[config.mk]
export PLATFORM = sky130hd
export DESIGN_NAME = dbg_hex_pager
export DESIGN_NICKNAME = d
export VERILOG_FILES = /design/src/rtl/dbg_hex_pager.sv
export SDC_FILE = /design/constraint.sdc
export NUM_CORES = 1
export LEC_CHECK = 0
export BUFFER_PORTS_ARGS = -buffer_cell sky130_fd_sc_hd__buf_2
export CAP_MARGIN = 20
export CORE_UTILIZATION = 51
export CTS_BUF_LIST = sky130_fd_sc_hd__clkbuf_8
export DETAILED_ROUTE_END_ITERATION = 10
export GPL_ROUTABILITY_DRIVEN = 1
export GPL_TIMING_DRIVEN = 0
export PLACE_DENSITY = 0.71
export SLEW_MARGIN = 25
export SYNTH_ARGS = -nofsm -noshare
export SYNTH_HDL_FRONTEND = slang
export SYNTH_SLANG_ARGS = --single-unit
[constraint.sdc]
create_clock -name clk -period 10.55 [get_ports clk]
set_input_delay 1.055 -clock clk [delete_from_list [all_inputs] [get_ports clk]]
set_output_delay 1.055 -clock clk [all_outputs]
set_load 0.02 [all_outputs]
[src/rtl/dbg_hex_pager.sv]
`default_nettype none
// ============================================================================
//  Module   : dbg_hex_pager
//  Purpose  : Debug hex display pager. Shows a DATA_W-bit debug word one
//             16-bit page at a time on four active-low 7-segment digits.
//             Pages advance on a debounced push button or on an auto timer;
//             a hold input freezes the shown value in a snapshot register.
//  Ports    : clk       - system clock, rising edge
//             reset     - asynchronous active-high reset
//             data      - live debug word (DATA_W bits)
//             btn_next  - raw bouncy button, advances page
//             btn_mode  - raw bouncy button, toggles auto mode
//             hold      - freeze display on a snapshot while high
//             dbg_led   - 4 digits {dp,g..a}, active-low, leftmost at [31:24]
//             page      - current page index
//             auto_on   - auto mode status
//  Revision : 1.0 - initial release
// ============================================================================
module dbg_hex_pager #(
   parameter  int DATA_W      = 64,
   parameter  int DEB_CYCLES  = 50000,
   parameter  int AUTO_CYCLES = 50000000,
   localparam int NPAGES      = DATA_W / 16,
   localparam int PW          = (NPAGES > 1) ? $clog2(NPAGES) : 1
) (
   input  logic              clk,
   input  logic              reset,
   input  logic [DATA_W-1:0] data,
   input  logic              btn_next,
   input  logic              btn_mode,
   input  logic              hold,
   output logic [31:0]       dbg_led,
   output logic [PW-1:0]     page,
   output logic              auto_on
);

   localparam int DEB_W  = (DEB_CYCLES  > 1) ? $clog2(DEB_CYCLES)  : 1;
   localparam int AUTO_W = (AUTO_CYCLES > 1) ? $clog2(AUTO_CYCLES) : 1;

   localparam logic [DEB_W-1:0]  DEB_LAST  = DEB_W'(DEB_CYCLES - 1);
   localparam logic [AUTO_W-1:0] AUTO_LAST = AUTO_W'(AUTO_CYCLES - 1);
   localparam logic [PW-1:0]     PAGE_LAST = PW'(NPAGES - 1);

   // Hex digit to lit-high segment pattern, bit 0 = segment a.
   function automatic logic [6:0] hex_seg(input logic [3:0] n);
      case (n)
         4'h0: hex_seg = 7'h3F;
         4'h1: hex_seg = 7'h06;
         4'h2: hex_seg = 7'h5B;
         4'h3: hex_seg = 7'h4F;
         4'h4: hex_seg = 7'h66;
         4'h5: hex_seg = 7'h6D;
         4'h6: hex_seg = 7'h7D;
         4'h7: hex_seg = 7'h07;
         4'h8: hex_seg = 7'h7F;
         4'h9: hex_seg = 7'h67;
         4'hA: hex_seg = 7'h77;
         4'hB: hex_seg = 7'h7C;
         4'hC: hex_seg = 7'h39;
         4'hD: hex_seg = 7'h5E;
         4'hE: hex_seg = 7'h79;
         default: hex_seg = 7'h71;
      endcase
   endfunction

   // ------------------------------------------------------------------
   // Button conditioning: index 0 = next, index 1 = mode
   // ------------------------------------------------------------------
   logic [1:0] w_raw;
   logic [1:0] w_press;

   assign w_raw = {btn_mode, btn_next};

   for (genvar gi = 0; gi < 2; gi++) begin : g_btn
      logic             sync1_q;
      logic             sync2_q;
      logic             acc_q;
      logic             acc_prev_q;
      logic [DEB_W-1:0] cnt_q;

      always_ff @(posedge clk or posedge reset) begin
         if (reset) begin
            sync1_q    <= 1'b0;
            sync2_q    <= 1'b0;
            acc_q      <= 1'b0;
            acc_prev_q <= 1'b0;
            cnt_q      <= '0;
         end else begin
            sync1_q    <= w_raw[gi];
            sync2_q    <= sync1_q;
            acc_prev_q <= acc_q;
            if (sync2_q == acc_q) begin
               cnt_q <= '0;
            end else if (cnt_q == DEB_LAST) begin
               acc_q <= ~acc_q;
               cnt_q <= '0;
            end else begin
               cnt_q <= cnt_q + 1'b1;
            end
         end
      end

      // Pulse is combinational so the page updates on the edge right
      // after the accepted level rises.
      assign w_press[gi] = acc_q & ~acc_prev_q;
   end

   // ------------------------------------------------------------------
   // Page register and auto timer
   // ------------------------------------------------------------------
   logic [PW-1:0]     page_q, page_d;
   logic [AUTO_W-1:0] timer_q, timer_d;
   logic              auto_q;
   logic              w_next, w_mode, w_tick, w_adv;

   assign w_next = w_press[0];
   assign w_mode = w_press[1];
   assign w_tick = auto_q && (timer_q == AUTO_LAST);
   // A press and a tick in the same cycle advance the page once.
   assign w_adv  = w_next | w_tick;

   always_comb begin
      page_d = page_q;
      if (w_adv) begin
         page_d = (page_q == PAGE_LAST) ? '0 : page_q + 1'b1;
      end
   end

   always_comb begin
      timer_d = timer_q + 1'b1;
      if (w_mode || !auto_q || w_adv) begin
         timer_d = '0;
      end
   end

   always_ff @(posedge clk or posedge reset) begin
      if (reset) begin
         page_q  <= '0;
         timer_q <= '0;
         auto_q  <= 1'b0;
      end else begin
         page_q  <= page_d;
         timer_q <= timer_d;
         if (w_mode) begin
            auto_q <= ~auto_q;
         end
      end
   end

   // ------------------------------------------------------------------
   // Snapshot and source selection
   // ------------------------------------------------------------------
   logic              hold_q;
   logic [DATA_W-1:0] snap_q;
   logic [DATA_W-1:0] w_src;

   always_ff @(posedge clk or posedge reset) begin
      if (reset) begin
         hold_q <= 1'b0;
         snap_q <= '0;
      end else begin
         hold_q <= hold;
         if (hold && !hold_q) begin
            snap_q <= data;
         end
      end
   end

   // On the capture edge the snapshot is not yet loaded, but live data
   // equals what is being captured, so show data until hold_q is set.
   assign w_src = (hold && hold_q) ? snap_q : data;

   logic [15:0] w_word;

   always_comb begin
      w_word = w_src[DATA_W-1 -: 16];
      for (int p = 0; p < NPAGES; p++) begin
         if (page_q == PW'(p)) begin
            w_word = w_src[DATA_W-1-16*p -: 16];
         end
      end
   end

   // ------------------------------------------------------------------
   // Decimal points show page[3:0]; bits beyond the page width are 0
   // ------------------------------------------------------------------
   logic [3:0] w_pg4;

   if (PW >= 4) begin : g_dp_wide
      assign w_pg4 = page_q[3:0];
   end else begin : g_dp_narrow
      assign w_pg4 = {{(4-PW){1'b0}}, page_q};
   end

   // ------------------------------------------------------------------
   // Segment decode and output register
   // ------------------------------------------------------------------
   logic [31:0] led_q, led_d;

   always_comb begin
      led_d = '1;
      for (int d = 0; d < 4; d++) begin
         led_d[31-8*d -: 8] = {~w_pg4[3-d], ~hex_seg(w_word[15-4*d -: 4])};
      end
   end

   always_ff @(posedge clk or posedge reset) begin
      if (reset) begin
         led_q <= 32'hFFFF_FFFF;
      end else begin
         led_q <= led_d;
      end
   end

   assign dbg_led = led_q;
   assign page    = page_q;
   assign auto_on = auto_q;

endmodule
`default_nettype wire

=== Yosys cells after proc, flatten, opt, wreduce, memory -nomap -nowiden ===
Memories as Yosys holds them, arrays and structs flattened.
Cells that the tools add are included.
W data, S select, Z words.

* Register bits after elaboration: 164
* ROM bits: 448
* Memories: 4

{| class="wikitable"
|+ Memory list
! name !! words !! bits a word !! read ports !! clocked after Yosys merged registers in !! wr ports !! RTL line !! source
|-
| (no name shown) || 16 || 7 || 1 || 0 || 0 || 46 || <nowiki>case (n)</nowiki>
|-
| (no name shown) || 16 || 7 || 1 || 0 || 0 || 46 ||
|-
| (no name shown) || 16 || 7 || 1 || 0 || 0 || 46 ||
|-
| (no name shown) || 16 || 7 || 1 || 0 || 0 || 46 ||
|}

* $add $sub $neg: 4
* Multiplexer cells: 10
* Reductions and logical operators: 9
* Bitwise logic cells: 16
* Equal/unequal tests: 8

{| class="wikitable"
|+ Operators by type and width
! operator !! count
|-
| $mux W16 || 7
|-
| $mux W64 || 1
|-
| $add A16 B1 Y16 const B || 2
|-
| $eq A16 B16 Y1 const B || 2
|-
| $not A7 Y7 || 4
|-
| $add A26 B1 Y26 const B || 1
|-
| $eq A26 B26 Y1 const B || 1
|-
| $mux W26 || 1
|-
| $not A1 Y1 || 9
|-
| $eq A2 B2 Y1 const B || 2
|-
| $reduce_and A2 Y1 || 2
|-
| $logic_and A1 B1 Y1 || 3
|-
| $add A2 B1 Y2 const B || 1
|-
| $and A1 B1 Y1 || 2
|-
| $eq A1 B1 Y1 || 2
|-
| $eq A2 B1 Y1 const B || 1
|-
| $logic_not A1 Y1 || 2
|-
| $logic_or A1 B1 Y1 || 2
|-
| $mux W2 || 1
|-
| $or A1 B1 Y1 || 1
|}

=== Depth between registers and ports, before layout ===
Gate-level depths: netlist (run 1).
An unclocked memory read counts as a cell.

* Depth after elaboration: 7
* Gate-level depth with buffers: 16
* Depth with buffers taken out: 12

=== Least setup slack after synthesis (run 1) ===
Ideal clock, no wire load.

* Kind: input port to flip-flop
* Start point: in hold
* End point: reg led_q[11], in the netlist dbg_led[11]
* Cell stages on the path: 13
* Setup time: 0.073 ns
* Data required time: 10.477 ns
* Buffers on the path: 4
* Slack: 7.035 ns
* Arrival time: 3.442 ns
* Cells stage by stage: buf_4 > and2_4 > buf_6 > buf_6 > buf_2 > mux4_2 > o21ai_0 > o21ai_0 > inv_1 > ha_1 > mux2i_1 > o221ai_1 > a21oi_1

* Cells in the longest elaborated chain, start to end: 7

{| class="wikitable"
|+ Ends and longest elaborated chain
! item !! RTL line !! source
|-
| from (decl) || 31 || <nowiki>input logic hold,</nowiki>
|-
| $logic_and A1 B1 Y1 * || 171 || <nowiki>assign w_src = (hold && hold_q) ? snap_q : data;</nowiki>
|-
| $mux W64 * || 171 ||
|-
| $mux W16 (2 in a row) || 178 || <nowiki>if (page_q == PW'(p)) begin</nowiki>
|-
| $mux W16 * || 178 ||
|-
| $mem_v2 Z16 W7 * || -- ||
|-
| $not A7 Y7 * || 203 || <nowiki>led_d[31-8*d -: 8] = {~w_pg4[3-d], ~hex_seg(w_word[15-4*d -: 4])};</nowiki>
|-
| via led_d[11] || 198 || <nowiki>logic [31:0] led_q, led_d;</nowiki>
|-
| to (signal assigned) || 211 || <nowiki>led_q <= led_d;</nowiki>
|-
| to (decl) || 198 ||
|}

The timed path passes the listed nets; every way through them passes the cells marked *.
A chain may end at the register's enable or synchronous reset.

=== Worst setup path after layout (run 1) ===
Same ends and word-level chain as after synthesis.

==> metrics.cfg, run 1 <==
[yosys]
ys.flop_type = dfrtp_1
synth_top_area_share_pct = 39.7
synth_top_area_cell = dfrtp_1
synth-edff-count = 0
syn_area_per_cell_um2 = 11.1
synthTopCellsByCount = dfrtp_1 (134), nor2_1 (82), nand2_1 (62), mux2_2 (61), xor2_1 (37)
yosysWarnings = 0
synth_area_leaders = dfrtp_1 (40%), dfstp_2 (9.3%), mux2_2 (8.1%), ha_1 (4.4%), mux4_2 (4.3%)
yosysSeqAreaShare_pct = 49.0
synthArstFlopShare_pct = 100
synth.distinct_cells = 55
yosysMostFrequentCell = dfrtp_1
netlist_instances = 764
synth-seq-cells = 164
syn-cell-area_um2 = 8440

[global_route]
grt_remaining_overflow = 0
antenna_found_initial = 8
grt_max_degree = 97
grt_usage_pct = 23.1
grt_pass1_vias = 5857
grt_pass1_wl_um = 29700

[floorplanning]
die_x_um = 131
start_util_pct = 52.8
core_um2 = 16000
ios = 104
die_area_um2 = 17100
die_h_um = 131
rows = 46

[sta]
finalHoldViolations = 0
relSlewSlack_pct = 45.8
fin_crit_sh_pct = 35.5
max_freq_mhz = 267
rsz0062_at_grt = no
finClkSkew_ns = 0.0120
worst_slew_pin_slew_ns = 0.810
setup_viol = 0
tns_ns = 0
timing.final.crit_period_ns = 3.75
drv_slew = 0

[clock_network]
cts_hold_buf = 0
clk_latency_ns = 0.47
clk_pin_slew_ns = 0.09
h-tree-depth = 4
cts_buffers = 17
clock-root-buffer = clkbuf_8
cts_tree = built
numClockSinks = 164
ctsResizeCount = 0
post-cts-setup-buffer-count = 0
cts_buffer_depth = 2

[cells_and_area]
final_nets = 985
area_growth_pct = 14.6
utilization_pct = 60.5
drive_gt1_share_pct = 30.5
fillerInstances = 1431

[power_and_ir_drop]
power_density_nw_per_um2 = 148
vdd_drop_max_uv = 72.6
leakage_nw = 4.32
power_mw = 1.43

[placed_design]
dpl.hpwl_um = 13300
place_congestion = 0.863
portBuffers = 101

[min_path]
whs_endpoint = g_btn[1].sync2_q
hold_class = reg -> reg
min_path_cells = 0
hp-start = g_btn[1].sync1_q

[detailed_routing]
wl_per_cell_um = 16.3
ant_nets = 0
via_count = 6040
wl_met3_um = 1090
wl_met2_um = 8500
drc = 0
drt_iter0_markers = 355
dr.max_layer_used = met5
dr.pass1.iters = 5
wirelength_met1_um = 8270
routed_wl_um = 18300
vias_per_cell = 5.39

[worst_setup_path]
cpPeakStageDelay_ns = 0.51
worst_ep_required_time_ns = 10.94
critPathArrivalTime_ns = 4.14
rr_endpoint = dbg_led[19]
worstReg2RegStart = page[1]
rr_worst_depth = 11
worstSetupStartpointType = primary input
critPathMaxFanout = 10
critPathKind = in -> reg
ff2ff_setup_slack_ns = 7.06
cp_slowest_cell = o21ai_0
setup.worst_path.end_class = flip-flop
crit_chain = buf_2, buf_4, clkbuf_1, nand2_1, clkbuf_1, mux2i_1, o21ai_0, inv_1, ha_1, mux2i_1, o221ai_1, a21oi_1

[status]
status = finished, final reports clean

[job]
maxCapViolCount = 0

[worst max path at each step]
stage                      from           to  cells past startpoint
final                      hold  dbg_led[11]                     12
after detailed placement   hold  dbg_led[11]                     12
after floorplan           reset      auto_on                      1
after CTS                  hold  dbg_led[11]                     12
after global routing       hold  dbg_led[11]                     12
after global placement    reset   snap_q[19]                      2
[per-layer routing]
| layer | GRT usage, % | up-vias |
|---|---|---|
| li1 | - | 2927 |
| met5 | 0 | - |
| met3 | 6.56 | 30 |
| met1 | 30.6 | 2946 |
| met2 | 36.3 | 133 |
| met4 | 8.65 | 4 |
[layout by cell type (no fill, tap or decap), drive strengths merged, types with 16 or more instances in the layout]
cell type	count
inv	40
dfstp	30
mux2	62
xnor2	17
nor2	82
a211oi	17
nand2	62
dfrtp	134
mux4	16
clkbuf	42
nand3	35
ha	30
a21oi	30
xor2	37
buf	114
[registers in the layout (all words and copies together), names as in the netlist]
register,cells
snap_q,64
g_btn.cnt_q,32
dbg_led,30
timer_q,26
g_btn.acc_prev_q,2
g_btn.acc_q,2
g_btn.sync1_q,2
g_btn.sync2_q,2
page,2
auto_on,1
hold_q,1
[final cells by class]
class | count | area (µm²) | share of cell area, %
Sequential cell | 164 | 4140 | 42.8
Tap cell | 216 | 270 | 2.79
Timing Repair Buffer | 102 | 533 | 5.51
Inverter | 34 | 135 | 1.40
Antenna cell | 6 | 15.0 | 0.155
Clock buffer | 19 | 262 | 2.70
Buffer | 35 | 184 | 1.90
Clock inverter | 13 | 145 | 1.50
Multi-Input combinational cell | 532 | 4000 | 41.3
[through the flow]
step	area (µm²)	hold slack (ns)	setup WS [ns]	cells
2_1_floorplan	8450	0.331	5.11	765
3_3_place_gp	9220	0.333	3.25	1082
3_5_place_dp	9260	0.337	6.38	1083
4_1_cts	9670	0.358	6.83	1115
5_1_grt	9670	0.361	6.43	1118
6_report	9680	0.355	6.80	1121
[critical path: cells and delay by family]
| family | cells | cell delay [ns] |
|---|---|---|
| buffers and inverters | 5 | 1.20 |
| AO/OA/AOI/OAI | 3 | 0.80 |
| multiplexers | 2 | 0.41 |
| AND/OR/NAND/NOR | 1 | 0.33 |
| adder cells (fa/ha/maj) | 1 | 0.36 |
[report_power, final]
| part | internal (mW) | switching, mW |
|---|---|---|
| logic | 0.108 | 0.136 |
| registers | 0.697 | 0.0214 |
| clock network | 0.226 | 0.242 |
| total | 1.03 | 0.399 |
[cells by family (layout without fill, tap and decap cells)]
logic type                 Yosys count  after routing  synth area share, %
and+or+nand+nor                    237            237                 13.0
DFF                                164            164                 49.0
AOI/OAI and AO/OA                  121            121                 10.5
muxes                               88             88                 13.7
buffers and inverters               69            203                 3.69
xor gates and xnor gates            54             54                 5.60
adders and majority gates           30             30                 4.45
other                                1              8               0.0444
No activity file was read; power rests on OpenSTA's default activity.
==> run 2: changes to the inputs <==
- PLACE_DENSITY: 0.71 -> 0.74
- clock period: 10.55 -> 3.3 ns (I/O delays scaled with it)
==> run 2 against run 1 <==
  * Core utilization increased by 1.0 points
  * Final cell count grew 0.27%
  * Sequential share of layout area down 0.70 points
  * Final area is 1.7% higher
  * Worst hold slack worse by 0.27 ns
  * First-iteration DRC count grew 3.1%
  * Largest cell class unchanged
  * Largest power group unchanged
  * Flip-flop and latch count is the same
  * Combinational power rose to 3.3 times the previous value
  * Clock skew down 0.00058 ns
  * Count of clock-buffer cells in the layout decreased by 2
  * Critical path type is now reg -> reg
==> metrics.cfg, run 2 (synthesized netlist as in run 1, its figures left out) <==
[placed_design]
place_congestion = 0.895  ; was 0.863
dpl.hpwl_um = 13600  ; was 13300 µm
dp_slack_ns = -0.238  ; was 6.38 ns
portBuffers = 101  ; unchanged
dpl.cell_count = 1088  ; was 1083

[worst_setup_path]
crit_chain = buf_6, and2_4, buf_6, buf_6, buf_6, clkbuf_4, nand2_1, and3_1, a31oi_1, ha_1, and2b_1, o21bai_1, a22o_1  ; was buf_2, buf_4, clkbuf_1, nand2_1, clkbuf_1, mux2i_1, o21ai_0, inv_1, ha_1, mux2i_1, o221ai_1, a21oi_1
critPathKind = reg -> reg  ; was in -> reg
worstSetupStartpointType = flip-flop  ; was primary input
worst_ep_required_time_ns = 3.71  ; was 10.94 ns
setup.worst_path.end_class = flip-flop  ; unchanged
critPathArrivalTime_ns = 3.51  ; was 4.14 ns
cpPeakStageDelay_ns = 0.49  ; was 0.51 ns
critPathMaxFanout = 10  ; unchanged
cp_slowest_cell = a31oi_1  ; was o21ai_0
cp_common_cell = buf_6

[global_route]
grt_pass1_vias = 6002  ; was 5857
grt_pass1_wl_um = 29700  ; about the same
grt_remaining_overflow = 0  ; unchanged
grt_usage_pct = 23.1  ; about the same
antenna_found_initial = 5  ; was 8
grt_max_degree = 31  ; was 97

[detailed_routing]
routed_wl_um = 18400  ; was 18300 µm
vias_per_cell = 5.36  ; was 5.39
dr.pass1.iters = 5  ; unchanged
via_count = 6029  ; was 6040
wl_per_cell_um = 16.4  ; was 16.3 µm
drc = 0  ; unchanged
ant_nets = 0  ; unchanged
drt_iter0_markers = 366  ; was 355

[sta]
timing.final.crit_period_ns = 3.10
finalHoldViolations = 0  ; unchanged
finClkSkew_ns = 0.0114  ; was 0.0120 ns
fin_crit_sh_pct = 94.0
setup_ws_ns = 0.197  ; was 6.80 ns
timing.hold.ws_ns = 0.0823  ; was 0.355 ns
relSlewSlack_pct = 50.8  ; was 45.8%
max_freq_mhz = 322
setup_viol = 0  ; unchanged
drv_slew = 0  ; unchanged
tns_ns = 0  ; unchanged
worst_slew_pin_slew_ns = 0.737  ; was 0.810 ns

[floorplanning]
die_area_um2 = 17100  ; unchanged
die_h_um = 131  ; unchanged
core_um2 = 16000  ; unchanged
ios = 104  ; unchanged
die_x_um = 131  ; unchanged
start_util_pct = 52.8  ; unchanged
rows = 46  ; unchanged

[cells_and_area]
largest_register_ffs = 64  ; unchanged
area_growth_pct = 16.5  ; was 14.6%
final_cell_mix = dfrtp_1 (134), buf_2 (102), nor2_1 (81)  ; was dfrtp_1 (134), buf_2 (104), nor2_1 (82)
drive_gt1_share_pct = 32.1  ; was 30.5%
post_layout_nonfiller_instances = 1124  ; was 1121
top_register = snap_q  ; unchanged
final_nets = 993  ; was 985
layout_commonest_cell = dfrtp_1  ; unchanged

[clock_network]
numClockSinks = 164  ; unchanged
h-tree-depth = 4  ; unchanged
clk_latency_ns = 0.47  ; about the same
cts_buffer_depth = 2  ; unchanged
clock-root-buffer = clkbuf_8  ; unchanged
cts_buffers = 17  ; unchanged
cts_tree = built  ; unchanged
clk_pin_slew_ns = 0.10  ; was 0.09 ns

[power_and_ir_drop]
vdd_drop_max_uv = 286  ; was 72.6 µV
leakage_nw = 4.39  ; was 4.32 nW
power_density_nw_per_um2 = 464  ; was 148 nW/µm²
power_mw = 4.56  ; was 1.43 mW

[job]
maxCapViolCount = 0  ; unchanged

[status]
status = finished, final reports clean  ; unchanged

[min_path]
hold_class = in -> reg  ; was reg -> reg

==> run 2: cell types whose count changed in the layout (fill, tap and decap cells not counted), moves of 2 or more <==
cell	previous run	this run
clkbuf_1	23	18
diode_2	6	1
buf_12	0	4
clkbuf_2	0	4
dlygate4sd3_1	0	4
inv_8	1	4
a31oi_1	5	3
a31oi_2	0	2
buf_2	104	102
clkbuf_8	19	17
clkinvlp_4	2	4
ha_1	30	28
ha_2	0	2
==> run 2: path summary, 6_finish.rpt <==
kind                             startpoint            endpoint  slack [ns]  cells past startpoint
setup reg to reg                     hold_q          dbg_led[1]        0.20                     13
min in group asynchronous             reset  g_btn[1].cnt_q[12]        0.34                      3
setup / recovery                     hold_q          dbg_led[1]        0.20                     13
max in group asynchronous             reset   g_btn[0].cnt_q[6]        1.90                      7
hold reg to reg            g_btn[0].sync1_q    g_btn[0].sync2_q        0.35                      0
hold / removal                      data[3]           snap_q[3]        0.08                      3
==> run 2: per-stage QoR <==
| stage | area, µm² | utilization [%] |
|---|---|---|
| floorplan | 8450 | - |
| global placement | 9230 | 57.7 |
| detailed placement | 9360 | 58.5 |
| CTS | 9810 | 61.3 |
| global route | 9840 | 61.5 |
| finish | 9840 | 61.5 |
==> run 2: worst max-delay path: cells and delay by family (launching register included) <==
| kind | cells | cell delay, ns |
|---|---|---|
| buffers and inverters | 5 | 0.92 |
| AO/OA/AOI/OAI | 3 | 0.74 |
| AND/OR/NAND/NOR | 4 | 0.65 |
| adder cells (fa/ha/maj) | 1 | 0.39 |
| flip-flops | 1 | 0.35 |
==> run 2: timing repair <==
| item | 4_1_cts | 5_1_grt |
|---|---|---|
| buffers inserted | 0 | 1 |
| gates resized for setup | 6 | 11 |
| hold buffers | 4 | 0 |
| endpoints found under the setup margin | 23 | 18 |
| endpoints found under the hold margin | 14 | 0 |
==> run 2: final cells by class <==
| type | instances | area (µm²) |
|---|---|---|
| clock buffers | 17 | 234 |
| diodes | 1 | 2.50 |
| inverters | 34 | 131 |
| clock inverters | 15 | 159 |
| well taps | 216 | 270 |
| plain buffers | 33 | 190 |
| fillers | 1336 | 6160 |
| multi-input cells | 532 | 4020 |
| flip-flops and latches | 164 | 4140 |
| repair buffers | 112 | 688 |
==> run 2: report_power, final <==
part	total, mW	leakage (nW)	internal, mW	switching (mW)
Sequential	2.30	2.03	2.23	0.0693
Clock	1.46	0.192	0.630	0.827
Combinational	0.807	2.17	0.365	0.442
Total	4.56	4.39	3.22	1.34
==> run 2: metal layers <==
metal,track usage [%],part of all wire (%),vias up
met5,0,0.20,-
met4,6.22,1.0,6
met3,7.74,7.0,23
met2,37.8,48,158
met1,29.6,44,2906
li1,-,-,2936
==> run 3: changes to the inputs <==
- CTS_BUF_LIST: sky130_fd_sc_hd__clkbuf_8 -> not set
- SKIP_CTS_REPAIR_TIMING: not set -> 1
==> run 3 against run 2 <==
  * Worst hold slack worse by 0.064 ns
  * Sequential power hardly changed
  * Fmax is 0.96% lower
  * Sequential share of layout area is 0.70 points lower
  * Largest cell class unchanged
==> metrics.cfg, run 3 (synthesized netlist as in run 1, its figures left out) <==
[status]
status = finished, final reports clean  ; unchanged

[detailed_routing]
wirelength_met1_um = 8090  ; was 8140 µm
dr.max_layer_used = met5  ; unchanged
ant_nets = 0  ; unchanged
routed_wl_um = 18500  ; was 18400 µm
wl_met2_um = 8840  ; was 8760 µm
drc = 0  ; unchanged
vias_per_cell = 5.44  ; was 5.36
wl_per_cell_um = 16.5  ; was 16.4 µm
wl_met3_um = 1350  ; was 1290 µm
dr.pass1.iters = 7  ; was 5
via_count = 6107  ; was 6029
drt_iter0_markers = 372  ; was 366

[sta]
finClkSkew_ns = 0.0109  ; was 0.0114 ns
drv_slew = 0  ; unchanged
setup_viol = 0  ; unchanged
fin_crit_sh_pct = 95.0  ; was 94.0%
timing.final.crit_period_ns = 3.13  ; was 3.10 ns
worst_slew_pin_slew_ns = 0.719  ; was 0.737 ns
timing.hold.ws_ns = 0.0187  ; was 0.0823 ns
finalHoldViolations = 0  ; unchanged
relSlewSlack_pct = 52.1  ; was 50.8%
max_freq_mhz = 319  ; was 322 MHz

[worst_setup_path]
cpPeakStageDelay_ns = 0.52  ; was 0.49 ns
critPathMaxFanout = 10  ; unchanged
startpoint = page[1]  ; was hold_q
cp_slowest_cell = a31oi_1  ; unchanged
crit_family = adder cells  ; was buffers and inverters
critPathKind = reg -> reg  ; unchanged
worst_ep_required_time_ns = 3.64  ; was 3.71 ns
crit_chain = inv_1, ha_1, buf_2, mux4_2, nand2_1, a31oi_1, ha_1, mux2_2, nor2_1, a221oi_2  ; was buf_6, and2_4, buf_6, buf_6, buf_6, clkbuf_4, nand2_1, and3_1, a31oi_1, ha_1, and2b_1, o21bai_1, a22o_1
critPathArrivalTime_ns = 3.47  ; was 3.51 ns
cp_common_cell = ha_1  ; was buf_6
worstSetupStartpointType = flip-flop  ; unchanged
worstReg2RegStart = page[1]  ; was hold_q
crit_buf_inv = 2  ; was 5
setup.worst_path.end_class = flip-flop  ; unchanged

[global_route]
grt_pass1_wl_um = 29900  ; was 29700 µm
grt_max_degree = 31  ; unchanged
grt_usage_pct = 23.4  ; was 23.1%
grt_remaining_overflow = 0  ; unchanged
antenna_found_initial = 5  ; unchanged
grt_pass1_vias = 6064  ; was 6002

[clock_network]
h-tree-depth = 4  ; unchanged
clk_latency_ns = 0.44  ; was 0.47 ns
clk_pin_slew_ns = 0.07  ; was 0.10 ns
cts_tree = built  ; unchanged
numClockSinks = 164  ; unchanged
clock-root-buffer = clkbuf_16  ; was clkbuf_8
cts_buffers = 17  ; unchanged
cts_buffer_depth = 2  ; unchanged

[cells_and_area]
largest_register_ffs = 64  ; unchanged
final_cell_mix = dfrtp_1 (134), buf_2 (103), nor2_1 (81)  ; was dfrtp_1 (134), buf_2 (102), nor2_1 (81)
top_register = snap_q  ; unchanged
drive_gt1_share_pct = 31.9  ; was 32.1%
final_nets = 992  ; was 993
layout_commonest_cell = dfrtp_1  ; unchanged
area_growth_pct = 18.5  ; was 16.5%
utilization_pct = 62.6  ; was 61.5%

[placed_design]
dpl.hpwl_um = 13600  ; unchanged
portBuffers = 101  ; unchanged
place_congestion = 0.895  ; unchanged

[job]
maxCapViolCount = 0  ; unchanged

[power_and_ir_drop]
leakage_nw = 4.47  ; was 4.39 nW
power_density_nw_per_um2 = 506  ; was 464 nW/µm²
power_mw = 5.07  ; was 4.56 mW
vdd_drop_max_uv = 357  ; was 286 µV

[floorplanning]
rows = 46  ; unchanged
ios = 104  ; unchanged
die_x_um = 131  ; unchanged
core_um2 = 16000  ; unchanged
die_h_um = 131  ; unchanged
start_util_pct = 52.8  ; unchanged
die_area_um2 = 17100  ; unchanged

[min_path]
hp-start = hold  ; was data[3]
hold_class = in -> reg  ; unchanged

run 3: metal layers:
layer,track usage (%),up-vias
met1,29.5,2959
met3,8.06,23
li1,-,2946
met5,0,-
met2,38.1,173
met4,6.96,6
run 3: worst paths after layout:
kind / cells past startpoint / to / slack, ns
setup / recovery: 10 / dbg_led[19] / 0.17
hold / removal: 1 / hold_q / 0.02
setup reg to reg: 10 / dbg_led[19] / 0.17
hold reg to reg: 0 / g_btn[0].sync2_q / 0.35
max in group asynchronous: 7 / g_btn[0].cnt_q[6] / 1.86
min in group asynchronous: 3 / g_btn[1].cnt_q[12] / 0.39
run 3: layout make-up:
class	instances	area [µm²]
inverter	34	131
clock inverter	15	159
tap	216	270
sequential	164	4140
timing repair buffer	111	678
clock buffer	17	425
fill	1313	5990
antenna	1	2.50
multi-input combinational	532	4010
buffer	33	190
run 3: through the flow:
step | worst slack, ns | setup TNS (ns) | instance area, µm² | instances
6_report | 0.166 | 0 | 10000 | 1123
5_1_grt | -0.0213 | -0.0213 | 10000 | 1122
4_1_cts | -0.272 | -3.58 | 9950 | 1120
3_5_place_dp | -0.238 | -2.73 | 9360 | 1088
3_3_place_gp | -0.218 | -12.29 | 9230 | 1082
2_1_floorplan | 0.404 | 0 | 8450 | 765
run 3: power breakdown:
part,switching (mW),leakage (nW),internal [mW]
clock,0.885,0.280,1.07
sequential,0.0694,2.03,2.23
combinational,0.444,2.16,0.363
total,1.40,4.47,3.67
